==> src/rtl/branch_redirect_ctrl.sv <==
// IF-stage next-PC redirect producer: turns EX branch resolutions into a
// redirect that lands on the fetch after the delay slot, with flush priority.
module branch_redirect_ctrl #(
  parameter int unsigned ADDR_W    = 32,
  parameter bit          DS_ENABLE = 1'b1
) (
  input  logic              clk_i,
  input  logic              rst_i,
  input  logic              ex_branch_valid_i,
  input  logic              ex_branch_taken_i,
  input  logic [ADDR_W-1:0] ex_branch_pc_i,
  input  logic [ADDR_W-1:0] ex_branch_target_i,
  input  logic [ADDR_W-1:0] if_pc_i,
  input  logic              if_fetch_ack_i,
  input  logic              flush_i,
  input  logic [ADDR_W-1:0] flush_addr_i,
  output logic              branch_flag_o,
  output logic [ADDR_W-1:0] branch_to_addr_o,
  output logic              squash_o,
  output logic              ex_stall_o,
  output logic              target_misaligned_o
);

  typedef enum logic [1:0] {
    IDLE     = 2'd0,
    WAIT_DS  = 2'd1,
    REDIRECT = 2'd2
  } state_t;

  state_t            state_q, state_d;
  logic [ADDR_W-1:0] tgt_q;
  logic [ADDR_W-1:0] ds_q;
  logic [ADDR_W-1:0] ds_next_pc;
  logic              accept;
  logic              squash_d;
  logic              flag_d;
  logic [ADDR_W-1:0] addr_d;

  assign ex_stall_o = ex_branch_valid_i && (state_q != IDLE);
  assign accept     = ex_branch_valid_i && ex_branch_taken_i && !ex_stall_o && !flush_i;
  assign ds_next_pc = ds_q + ADDR_W'(4);

  always_comb begin
    state_d  = state_q;
    flag_d   = 1'b0;
    addr_d   = '0;
    squash_d = 1'b0;
    if (flush_i) begin
      flag_d  = 1'b1;
      addr_d  = flush_addr_i;
      state_d = IDLE;
    end else begin
      unique case (state_q)
        IDLE: begin
          if (accept) state_d = DS_ENABLE ? WAIT_DS : REDIRECT;
        end
        WAIT_DS: begin
          if (if_pc_i == ds_q) begin
            flag_d = 1'b1;
            addr_d = tgt_q;
            if (if_fetch_ack_i) state_d = IDLE;
          end else if (if_pc_i == ds_next_pc) begin
            // IF already ran past the delay slot: kill that fetch, then redirect
            state_d  = REDIRECT;
            squash_d = 1'b1;
          end
        end
        REDIRECT: begin
          flag_d = 1'b1;
          addr_d = tgt_q;
          if (if_fetch_ack_i) state_d = IDLE;
        end
        default: state_d = IDLE;
      endcase
    end
  end

  // Reset also masks the combinational flush path so the flag is low throughout reset
  assign branch_flag_o    = flag_d && rst_i;
  assign branch_to_addr_o = rst_i ? addr_d : '0;

  always_ff @(posedge clk_i or negedge rst_i) begin
    if (!rst_i) begin
      state_q             <= IDLE;
      tgt_q               <= '0;
      ds_q                <= '0;
      squash_o            <= 1'b0;
      target_misaligned_o <= 1'b0;
    end else begin
      state_q             <= state_d;
      squash_o            <= squash_d;
      target_misaligned_o <= accept && (ex_branch_target_i[1:0] != 2'b00);
      if (accept) begin
        tgt_q <= ex_branch_target_i;
        ds_q  <= ex_branch_pc_i + ADDR_W'(4);
      end
    end
  end

endmodule
==> config.mk <==
export PLATFORM = sky130hd
export DESIGN_NAME = branch_redirect_ctrl
export DESIGN_NICKNAME = d
export VERILOG_FILES = /design/src/rtl/branch_redirect_ctrl.sv
export SDC_FILE = /design/constraint.sdc
export NUM_CORES = 1
export LEC_CHECK = 0
export ABC_AREA = 1
export ABC_CLOCK_PERIOD_IN_PS = 1800
export CORE_UTILIZATION = 44
export DETAILED_ROUTE_END_ITERATION = 7
export MAX_ROUTING_LAYER = met4
export PLACE_DENSITY = 0.79
export SLEW_MARGIN = 20
export SYNTH_ARGS = -nofsm -noshare
export SYNTH_HDL_FRONTEND = slang
export SYNTH_SLANG_ARGS = --single-unit
==> constraint.sdc <==
create_clock -name clk_i -period 1.8 [get_ports clk_i]
set_input_delay 0.36 -clock clk_i [delete_from_list [all_inputs] [get_ports clk_i]]
set_output_delay 0.36 -clock clk_i [all_outputs]
set_load 0.01 [all_outputs]
==> qor.yml <==
synthesis:
  yosysWarnings: 0
  yosysSeqAreaShare_pct: 30.2
  synth_edf_count: 0
  syn_inst: 901
  async_flop_share_pct: 100
  netlist_area_um2: 5630
  syn_area_per_cell_um2: 6.25
  ys_seq_elements: 68
  synth_nets: 1041
  synth_cell_types: 38
  yosys_most_used_dff: "dfrtp_1"
worst_setup_path:
  rrSetupSlack_ns: -0.50
  crit_family: "buffers and inverters"
  worstReg2RegEnd: "state_q[0]"
  crit_top_cell: "nand2_1"
  r2r_cells: 22
  crit_type: "in2out"
  required_ns: 1.44
  slowest_stage: "clkdlybuf4s50_1"
  startpoint_type: "input port"
  end_kind: "primary output"
  slowest_delay_ns: 0.45
  cp_num_buf_inv: 4
  path_cells: "clkdlybuf4s50_1 > xnor2_1 > nand2_1 > nor2_1 > nand2_1 > nor2_4 > nand2_2 > nor2_2 > o21a_2 > buf_6 > clkbuf_16 > nand3_2 > a21oi_2 > buf_2"
  worstPathMaxFanout: 5
  r2r_start: "ds_q[1]"
  cp.arrival_ns: 2.56
placement:
  io_buffer_count: 169
  dpl_worst_slack_ns: -1.43
  gp_congestion: 0.976
  hpwlAfterDp_um: 15400
clocking:
  cts-root-buf: "clkbuf_16"
  htreeDepth: 3
  cts_tree: "yes"
  clk_latency_ns: 0.36
  clockBufferDepth: 2
  clk_pin_slew_ns: 0.06
  cts_inserted_buffers: 9
  cts.sinks: 68
die:
  die-area_um2: 13300
  start_util_pct: 45.9
  fp.dieW_um: 115
  std_cell_rows: 40
  num_io_pins: 170
  die_y_um: 115
  coreArea_um2: 12300
route:
  vias: 7841
  drt-vias-per-instance: 5.48
  first_iter_violations: 973
  routed_wl_um: 25600
  final_antenna_net_count: 0
  drt_first_pass_iters: 6
  drt_drc_violations_left: 0
  post_drt_wl_per_cell_um: 17.9
sta:
  finalCritPeriodShare_pct: 162
  skew_ns: 0.00815
  finalMaxSlewViolations: 0
  tightestPinTransition_ns: 0.888
  setup_viol: 41
  rsz0062_at_grt: "true"
  fmax_mhz: 342
  final_hold_viol_count: 0
  relSlewSlack_pct: 40.8
  fin_crit_ns: 2.92
  worst_slack_ns: -1.12
global_routing:
  first_global_vias: 7393
  grt_overflow: 0
  grt_util_all_layers_pct: 36.0
  antenna_found_initial: 0
  grt_first_pass_wirelength_um: 35600
  grt_max_degree: 69
finish:
  area_growth_syn_to_layout_pct: 74.6
  drive_gt1_share_pct: 33.8
  final_common_cell: "nand2_1"
  final_cell_mix: "nand2_1, buf_4, clkdlybuf4s50_1, inv_1, dfrtp_1"
  design.final.nets: 1398
  antenna_cells: 0
status:
  violations: "negative setup slack"
  outcome: "finished, violations left"
worst_hold_path:
  min_path_type: "in2async"
power_and_ir_drop:
  power_density_nw_per_um2: 1180
  p_leak_nw: 4.98
  power_mw: 11.6
  ir_worst_vdd_mv: 0.579
flow_run:
  max_cap_violations: 0
-- area by class of cell --
cell class	instances	area, um^2
inverter	88	333
tap	168	210
clock inverter	5	85.1
timing repair buffer	373	3220
multi-input combinational	718	4040
sequential	68	1710
fill	716	2430
clock buffer	11	243
-- where the power goes --
group / total [mW] / internal (mW) / switching, mW
registers: 3.08 / 2.29 / 0.793
clock network: 2.01 / 1.26 / 0.753
logic: 6.48 / 3.09 / 3.39
total: 11.6 / 6.63 / 4.94
-- cell families after synthesis --
kind of cell / after synthesis / synth area share (%)
adders and majority gates: 6 / 1.33
and+or+nand+nor: 596 / 46.2
AOI/OAI and AO/OA: 70 / 6.78
xor gates and xnor gates: 46 / 7.29
buffers and inverters: 115 / 8.20
DFF: 68 / 30.2
-- metrics by stage --
stage               cell area [um^2]  setup TNS [ns]  hold WS (ns)  std cells  util [%]
floorplan                       5800           -6.72        0.0644        901         -
global placement                8880          -55.59         0.463       1371      72.4
detailed placement              8880          -56.79         0.459       1371      72.4
CTS                             9500          -32.05         0.279       1427      77.4
global route                    9830          -42.09         0.326       1431      80.2
finish                          9830          -36.84         0.225       1431      80.2
-- synthesized netlist by cell type (2+ instances only) --
library cell,instances,area (um^2)
o21ai_1,2,10.0
nand2_2,8,50.1
buf_2,3,15.0
nand4_1,9,56.3
nand2_1,384,1440
a31oi_1,2,12.5
buf_6,3,33.8
xor2_1,16,140
a21oi_1,35,175
nand3_1,74,370
o21ai_0,20,100
nor3_2,3,30.0
clkbuf_1,20,75.1
dfrtp_1,68,1700
nor2_8,4,80.1
inv_1,82,308
nor2_2,8,50.1
nor2_4,5,56.3
ha_1,6,75.1
o21bai_1,4,30.0
nor4_1,3,18.8
nand2_4,2,22.5
xnor2_1,29,254
nand3b_1,7,52.6
nor3_1,10,50.1
inv_2,6,22.5
nor2_1,75,282
o31ai_1,3,22.5
-- worst max-delay path by stage --
stage	startpoint	endpoint	slack, ns	cells past startpoint
after floorplan	ds_q[2]	branch_to_addr_o[22]	-0.21	13
after global placement	if_pc_i[8]	branch_to_addr_o[20]	-1.37	13
after detailed placement	if_pc_i[1]	branch_to_addr_o[10]	-1.43	17
after CTS	ds_q[1]	branch_to_addr_o[13]	-1.03	16
after global routing	if_pc_i[3]	branch_to_addr_o[24]	-1.25	14
final	if_pc_i[3]	branch_to_addr_o[7]	-1.12	14
-- worst register-to-register path, cell delays in order (launching register included) --
cell and delay [ns]:
dfrtp_1 0.41, inv_2 0.09, nand2_2 0.05, nand2_1 0.05, nor2_1 0.05, buf_4 0.15, inv_2 0.05, nor2_1 0.03
nand2_1 0.10, nor2_4 0.05, buf_4 0.13, buf_6 0.11, buf_4 0.12, buf_4 0.12, buf_4 0.12, buf_4 0.12
buf_4 0.11, nand4_1 0.05, nand3b_1 0.08, nand2_1 0.06, inv_1 0.03, nand3_1 0.06, nand2_1 0.05
-- state kept, by name, indices dropped and copies added (netlist names) --
register,count
ds_q,32
squash_o,1
state_q,2
target_misaligned_o,1
tgt_q,32
-- per-layer routing --
metal | vias up | track usage [%] | routed length, um
met5 | - | - | 0
met4 | 0 | 16.8 | 1460
met3 | 156 | 6.17 | 2220
met2 | 561 | 59.6 | 12100
met1 | 3589 | 42.6 | 9800
li1 | 3535 | - | -
-- repair_timing --
item,in CTS,in global routing
hold buffers,0,0
endpoints found under the setup margin,55,62
gates resized for setup,185,105
pin swaps,37,59
cloned,1,3
buffers inserted,39,14
(Power assumes the default switching activity.)
